===== src/rtl/bullet_controller.sv =====
// Per-player projectile engine: spawns one bullet at the tank centre, steps it once per frame,
// and retires it on screen edge, opponent contact (with a one-cycle hit pulse) or barrier contact.
module bullet_controller #(
    parameter int BULLET_STEP     = 4,
    parameter int BULLET_SIZE     = 2,
    parameter int COOLDOWN_FRAMES = 30
) (
    input  logic       Clk,
    input  logic       Reset_n,
    input  logic       frame_clk,
    input  logic       fire,
    input  logic [1:0] dir,
    input  logic [9:0] TankX,
    input  logic [9:0] TankY,
    input  logic [9:0] OppX,
    input  logic [9:0] OppY,
    input  logic [9:0] Tank_size,
    input  logic [9:0] BarrierX,
    input  logic [9:0] BarrierY,
    input  logic [9:0] Barrier_Length_Halved,
    input  logic [9:0] Barrier_Height_Halved,
    output logic [9:0] BulletX,
    output logic [9:0] BulletY,
    output logic       bullet_on,
    output logic       hit
);

    typedef enum logic [1:0] {IDLE, ACTIVE, COOLDOWN} state_t;

    localparam int CW = (COOLDOWN_FRAMES < 2) ? 1 : $clog2(COOLDOWN_FRAMES);
    localparam logic [CW-1:0] CD_LAST =
        CW'((COOLDOWN_FRAMES == 0) ? 0 : COOLDOWN_FRAMES - 1);
    localparam logic [9:0]  STEP10 = 10'(BULLET_STEP);
    localparam logic [10:0] STEP   = 11'(BULLET_STEP);
    localparam logic [10:0] SIZE   = 11'(BULLET_SIZE);
    localparam logic [10:0] MAX_X  = 11'd639;
    localparam logic [10:0] MAX_Y  = 11'd479;

    state_t        state, state_n;
    logic          fire_q, frame_q;
    logic [1:0]    bdir, bdir_n;
    logic [CW-1:0] cnt, cnt_n;
    logic [9:0]    x_n, y_n;
    logic          on_n, hit_n;

    logic          fire_edge, tick;
    logic [9:0]    nx, ny;
    logic [10:0]   bx, by, nxe, nye;
    logic [10:0]   ox, oy, ts, brx, bry, bl, bh;
    logic          at_edge, opp_hit, bar_hit, cd_done;

    assign fire_edge = fire & ~fire_q;
    assign tick      = frame_clk & ~frame_q;

    assign bx  = {1'b0, BulletX};
    assign by  = {1'b0, BulletY};
    assign nxe = {1'b0, nx};
    assign nye = {1'b0, ny};
    assign ox  = {1'b0, OppX};
    assign oy  = {1'b0, OppY};
    assign ts  = {1'b0, Tank_size};
    assign brx = {1'b0, BarrierX};
    assign bry = {1'b0, BarrierY};
    assign bl  = {1'b0, Barrier_Length_Halved};
    assign bh  = {1'b0, Barrier_Height_Halved};

    always_comb begin
        nx      = BulletX;
        ny      = BulletY;
        at_edge = 1'b0;
        unique case (bdir)
            2'd0: begin
                ny      = BulletY - STEP10;
                at_edge = by < STEP;
            end
            2'd1: begin
                nx      = BulletX + STEP10;
                at_edge = (bx + STEP) > MAX_X;
            end
            2'd2: begin
                ny      = BulletY + STEP10;
                at_edge = (by + STEP) > MAX_Y;
            end
            2'd3: begin
                nx      = BulletX - STEP10;
                at_edge = bx < STEP;
            end
        endcase
    end

    // Overlap tests are written add-only so nothing can underflow
    assign opp_hit = (nxe + SIZE + ts >= ox) && (nxe <= ox + ts + SIZE)
                  && (nye + SIZE + ts >= oy) && (nye <= oy + ts + SIZE);
    assign bar_hit = (nxe + SIZE + bl >= brx) && (nxe <= brx + bl + SIZE)
                  && (nye + SIZE + bh >= bry) && (nye <= bry + bh + SIZE);

    assign cd_done = (COOLDOWN_FRAMES == 0) || (cnt == CD_LAST);

    always_comb begin
        state_n = state;
        x_n     = BulletX;
        y_n     = BulletY;
        bdir_n  = bdir;
        cnt_n   = cnt;
        on_n    = 1'b0;
        hit_n   = 1'b0;
        unique case (state)
            IDLE: begin
                if (fire_edge) begin
                    x_n     = TankX;
                    y_n     = TankY;
                    bdir_n  = dir;
                    on_n    = 1'b1;
                    state_n = ACTIVE;
                end
            end
            ACTIVE: begin
                on_n = 1'b1;
                if (tick) begin
                    if (at_edge || opp_hit || bar_hit) begin
                        state_n = COOLDOWN;
                        on_n    = 1'b0;
                        cnt_n   = '0;
                        hit_n   = ~at_edge & opp_hit;
                    end else begin
                        x_n = nx;
                        y_n = ny;
                    end
                end
            end
            COOLDOWN: begin
                if (tick) begin
                    if (cd_done) state_n = IDLE;
                    else cnt_n = cnt + 1'b1;
                end
            end
            default: state_n = IDLE;
        endcase
    end

    always_ff @(posedge Clk or negedge Reset_n) begin
        if (!Reset_n) begin
            state     <= IDLE;
            fire_q    <= 1'b0;
            frame_q   <= 1'b0;
            bdir      <= 2'd0;
            cnt       <= '0;
            BulletX   <= 10'd0;
            BulletY   <= 10'd0;
            bullet_on <= 1'b0;
            hit       <= 1'b0;
        end else begin
            state     <= state_n;
            fire_q    <= fire;
            frame_q   <= frame_clk;
            bdir      <= bdir_n;
            cnt       <= cnt_n;
            BulletX   <= x_n;
            BulletY   <= y_n;
            bullet_on <= on_n;
            hit       <= hit_n;
        end
    end

endmodule


===== config.mk =====
export PLATFORM = sky130hd
export DESIGN_NAME = bullet_controller
export DESIGN_NICKNAME = d
export VERILOG_FILES = /design/src/rtl/bullet_controller.sv
export SDC_FILE = /design/constraint.sdc
export NUM_CORES = 1
export LEC_CHECK = 0
export CAP_MARGIN = 20
export CORE_UTILIZATION = 57
export DETAILED_ROUTE_END_ITERATION = 10
export HOLD_SLACK_MARGIN = 0.03
export PLACE_DENSITY_LB_ADDON = 0.3
export SYNTH_ARGS = -nofsm -noshare
export SYNTH_HDL_FRONTEND = slang
export SYNTH_SLANG_ARGS = --single-unit
export TNS_END_PERCENT = 100

===== constraint.sdc =====
create_clock -name Clk -period 5.6 [get_ports Clk]
set_clock_uncertainty 0.15 [all_clocks]
set_input_delay 0.84 -clock Clk [delete_from_list [all_inputs] [get_ports Clk]]
set_output_delay 0.84 -clock Clk [all_outputs]
set_load 0.005 [all_outputs]

==> out/qor.txt <==
YS warnings: 0
Sequential power share: 8.4%
Setup TNS: 0 ns
WP data required: 5.61 ns
Setup slack, reg-to-reg: 0.22 ns
GR Overflow Total: 0
Finished Layout Cells: 1350
Layout area overhead: 25.43%
Final Hold Fails: 0
Combinational Power Share: 86.5%
Antenna violations before repair: 0
CP max FO: 4
Post-synth ARST share: 100.0%
Worst skew pair latency: 0.28 ns
CTS root buf: clkbuf_16
Htree depth: 2
Port bufs: 117
Power Density: 621.6 mW/mm^2
ANT cells: 0
Post-layout util: 73.14%
Status: finished, final reports clean
Mapped Nets: 1311
Lkg Pwr: 4.962 nW
Final worst path period share: 96.00%
First DRT Iteration DRCs: 388
Post-synth top area share: 32.00%
CTS tree: done
First-pass GRT wire length: 34.42 mm
Final Cell Area: 0.01015 sq mm
Slew Limit Headroom: 42.70%
Number of global-route vias before repair: 7383
Starting Density: 58.31%
DR vias/cell: 5.872
Final wirelength: 21.20 mm
Number of remaining DRC errors: 0
Max Cap Violations: 0
Synth Flop Type: dfrtp_1
Sw Share: 50.08%
Hold Slack: 0.3638 ns
Slew @ Worst Pin: 0.8595 ns
Net Sw Power: 3.160 mW
Total power: 6.310 mW
Cts hold-fix bufs: 0
Setup crit end kind: register
Vias: 7927
Largest net degree at the start of global routing: 34
Num CTS Buffers: 5
Post-synth EDFFs: 0
GR Util All Layers: 29.25%
Placed cells: 1339
Unique masters post-synth: 76
Clock group share of total power: 5.0%
Die span in y: 121.2 um
Largest cells by area after synthesis: ha_1, dfrtp_1, xnor2_1
Die Wd: 121.2 um
Pre-CTS WS: -0.2139 ns
Drt first pass iters: 5
FF+latch count, synth: 33
Detail Placement HPWL: 17.85 mm
CTS clk-pin slew, worst paths: 0.05 ns
Synthesized instance count: 1000
GP Congestion: 0.9645
Crit path launch type: register
Ports: 118
Fill cells: 1106
Post-layout minimum cycle time: 5.376 ns
Fmax: 186.0 MHz
Sequential-to-total area share from yosys stat: 10.20%
DP Area: 0.009867 sq mm
Clk buf depth: 2
CTS sink count: 33
# rows: 43
Antenna-violating nets left: 0
Post-Syn Area: 0.008094 sq mm
WS Path Type: reg -> reg
Hold WC Path Type: reg -> reg
WL per Instance: 15.70 um
Biggest area consumer among synthesized cells: ha_1
Fraction of layout cells with a size suffix above 1: 9.487%
Full die area: 0.01468 sq mm
Nets: 1480
Int Pwr: 3.150 mW
Core Area: 0.01388 sq mm
Setup slack after layout: 0.2241 ns
Max Slew Vio Count: 0
Crit path arrival time: 5.38 ns
Final setup viols: 0
VDD IR max: 0.3151 mV
Synth Area per Inst: 8.094 sq um
## cell type report
type / count / area, sq um / share of cell area, %
Multi-Input combinational cell: 841 / 6870 / 67.67
Timing Repair Buffer: 182 / 1659 / 16.34
Sequential cell: 33 / 827.0 / 8.146
Inverter: 106 / 397.9 / 3.919
Tap cell: 180 / 225.2 / 2.218
Clock buffer: 7 / 142.6 / 1.405
Clock inverter: 1 / 30.03 / 0.2958
## routing by layer
metal | up-vias | wire length [um] | share of wire [%] | GRT usage (%)
met1 | 3656 | 9663 | 46 | 39.19
met2 | 258 | 9934 | 47 | 49.89
met4 | 0 | 367 | 1.7 | 6.713
met5 | - | 0 | 0 | 0
li1 | 3979 | - | - | -
met3 | 34 | 1233 | 5.8 | 3.477
## registers in the layout, summed over array words and instances, names as in the netlist
signal     flops
bdir           2
BulletX       10
cnt            5
hit            1
fire_q         1
BulletY       10
bullet_on      1
state          2
frame_q        1
## Yosys cell counts (all sizes together) (4+ instances only)
cell and n:
ha 207, nand4b 4, nand2b 15, a211oi 5
o21a 16, nand4 16, o21ai 48, fa 8
inv 106, nor2b 16, a21oi 69, o211ai 6
buf 7, nor2 68, nor4 6, a211o 4
or3 7, nand3 27, or4 5, dfrtp 33
and3 6, o31ai 5, xor2 25, xnor2 63
a41oi 6, a21o 27, clkbuf 13, mux2i 15
a2111oi 5, nor3 30, o22ai 4, a31oi 9
or4b 4, nand2 52, o21bai 16
## cells in the final DEF (no fill, tap or decap), drive strengths merged, types with 27 or more instances in the layout
cell type and n:
ha 207, clkdlybuf4s50 117, inv 106, a21oi 69
nor2 68, buf 65, xnor2 63, nand2 52
o21ai 48, dfrtp 33, nor3 30, a21o 27
nand3 27
## timing repair
item / 4_1_cts / 5_1_grt
setup endpoints to repair: 0 / 24
endpoints found under the hold margin: 0 / 0
buffers inserted: 0 / 2
gates resized for setup: 0 / 22
## worst paths after layout
check	start	to	depth (start not counted)
setup / recovery	BulletX[3]	BulletY[7]	26
hold / removal	cnt[4]	cnt[4]	1
setup reg to reg	BulletX[3]	BulletY[7]	26
hold reg to reg	cnt[4]	cnt[4]	1
max in group asynchronous	Reset_n	bdir[1]	2
min in group asynchronous	Reset_n	BulletY[4]	2
## cell families after synthesis
| logic type | share of synthesized area, % |
|---|---|
| adders and majority gates | 33.98 |
| buffers and inverters | 6.091 |
| xor gates and xnor gates | 9.615 |
| muxes | 2.272 |
| AOI/OAI and AO/OA | 19.97 |
| and+or+nand+nor | 17.87 |
| DFF | 10.20 |
## critical path, stage by stage (launching register included)
cell	delay, ns
dfrtp_1	0.42
inv_1	0.12
ha_1	0.20
mux2_2	0.16
nand2_1	0.06
xnor2_1	0.42
inv_1	0.13
and3_1	0.22
xnor2_1	0.13
buf_4	0.15
ha_1	0.31
inv_1	0.08
nor2_1	0.05
o21a_1	0.18
o21ai_0	0.19
nand2b_1	0.10
a21oi_1	0.18
xnor2_1	0.09
ha_1	0.31
o2111a_1	0.18
o31ai_1	0.09
nand3b_1	0.12
mux2i_1	0.12
or4_4	0.44
and3b_4	0.22
nor2_8	0.10
mux2_2	0.35
## power groups by stage
stage / sequential [mW] / combinational [mW] / clock, mW
6_report: 0.532 / 5.46 / 0.319
5_1_grt: 0.547 / 6.09 / 0.332
3_5_place_dp: 0.523 / 5.27 / 0
3_3_place_gp: 0.520 / 5.11 / 0
2_1_floorplan: 0.442 / 3.77 / 0
4_1_cts: 0.521 / 5.31 / 0.320
(Power assumes the default switching activity.)
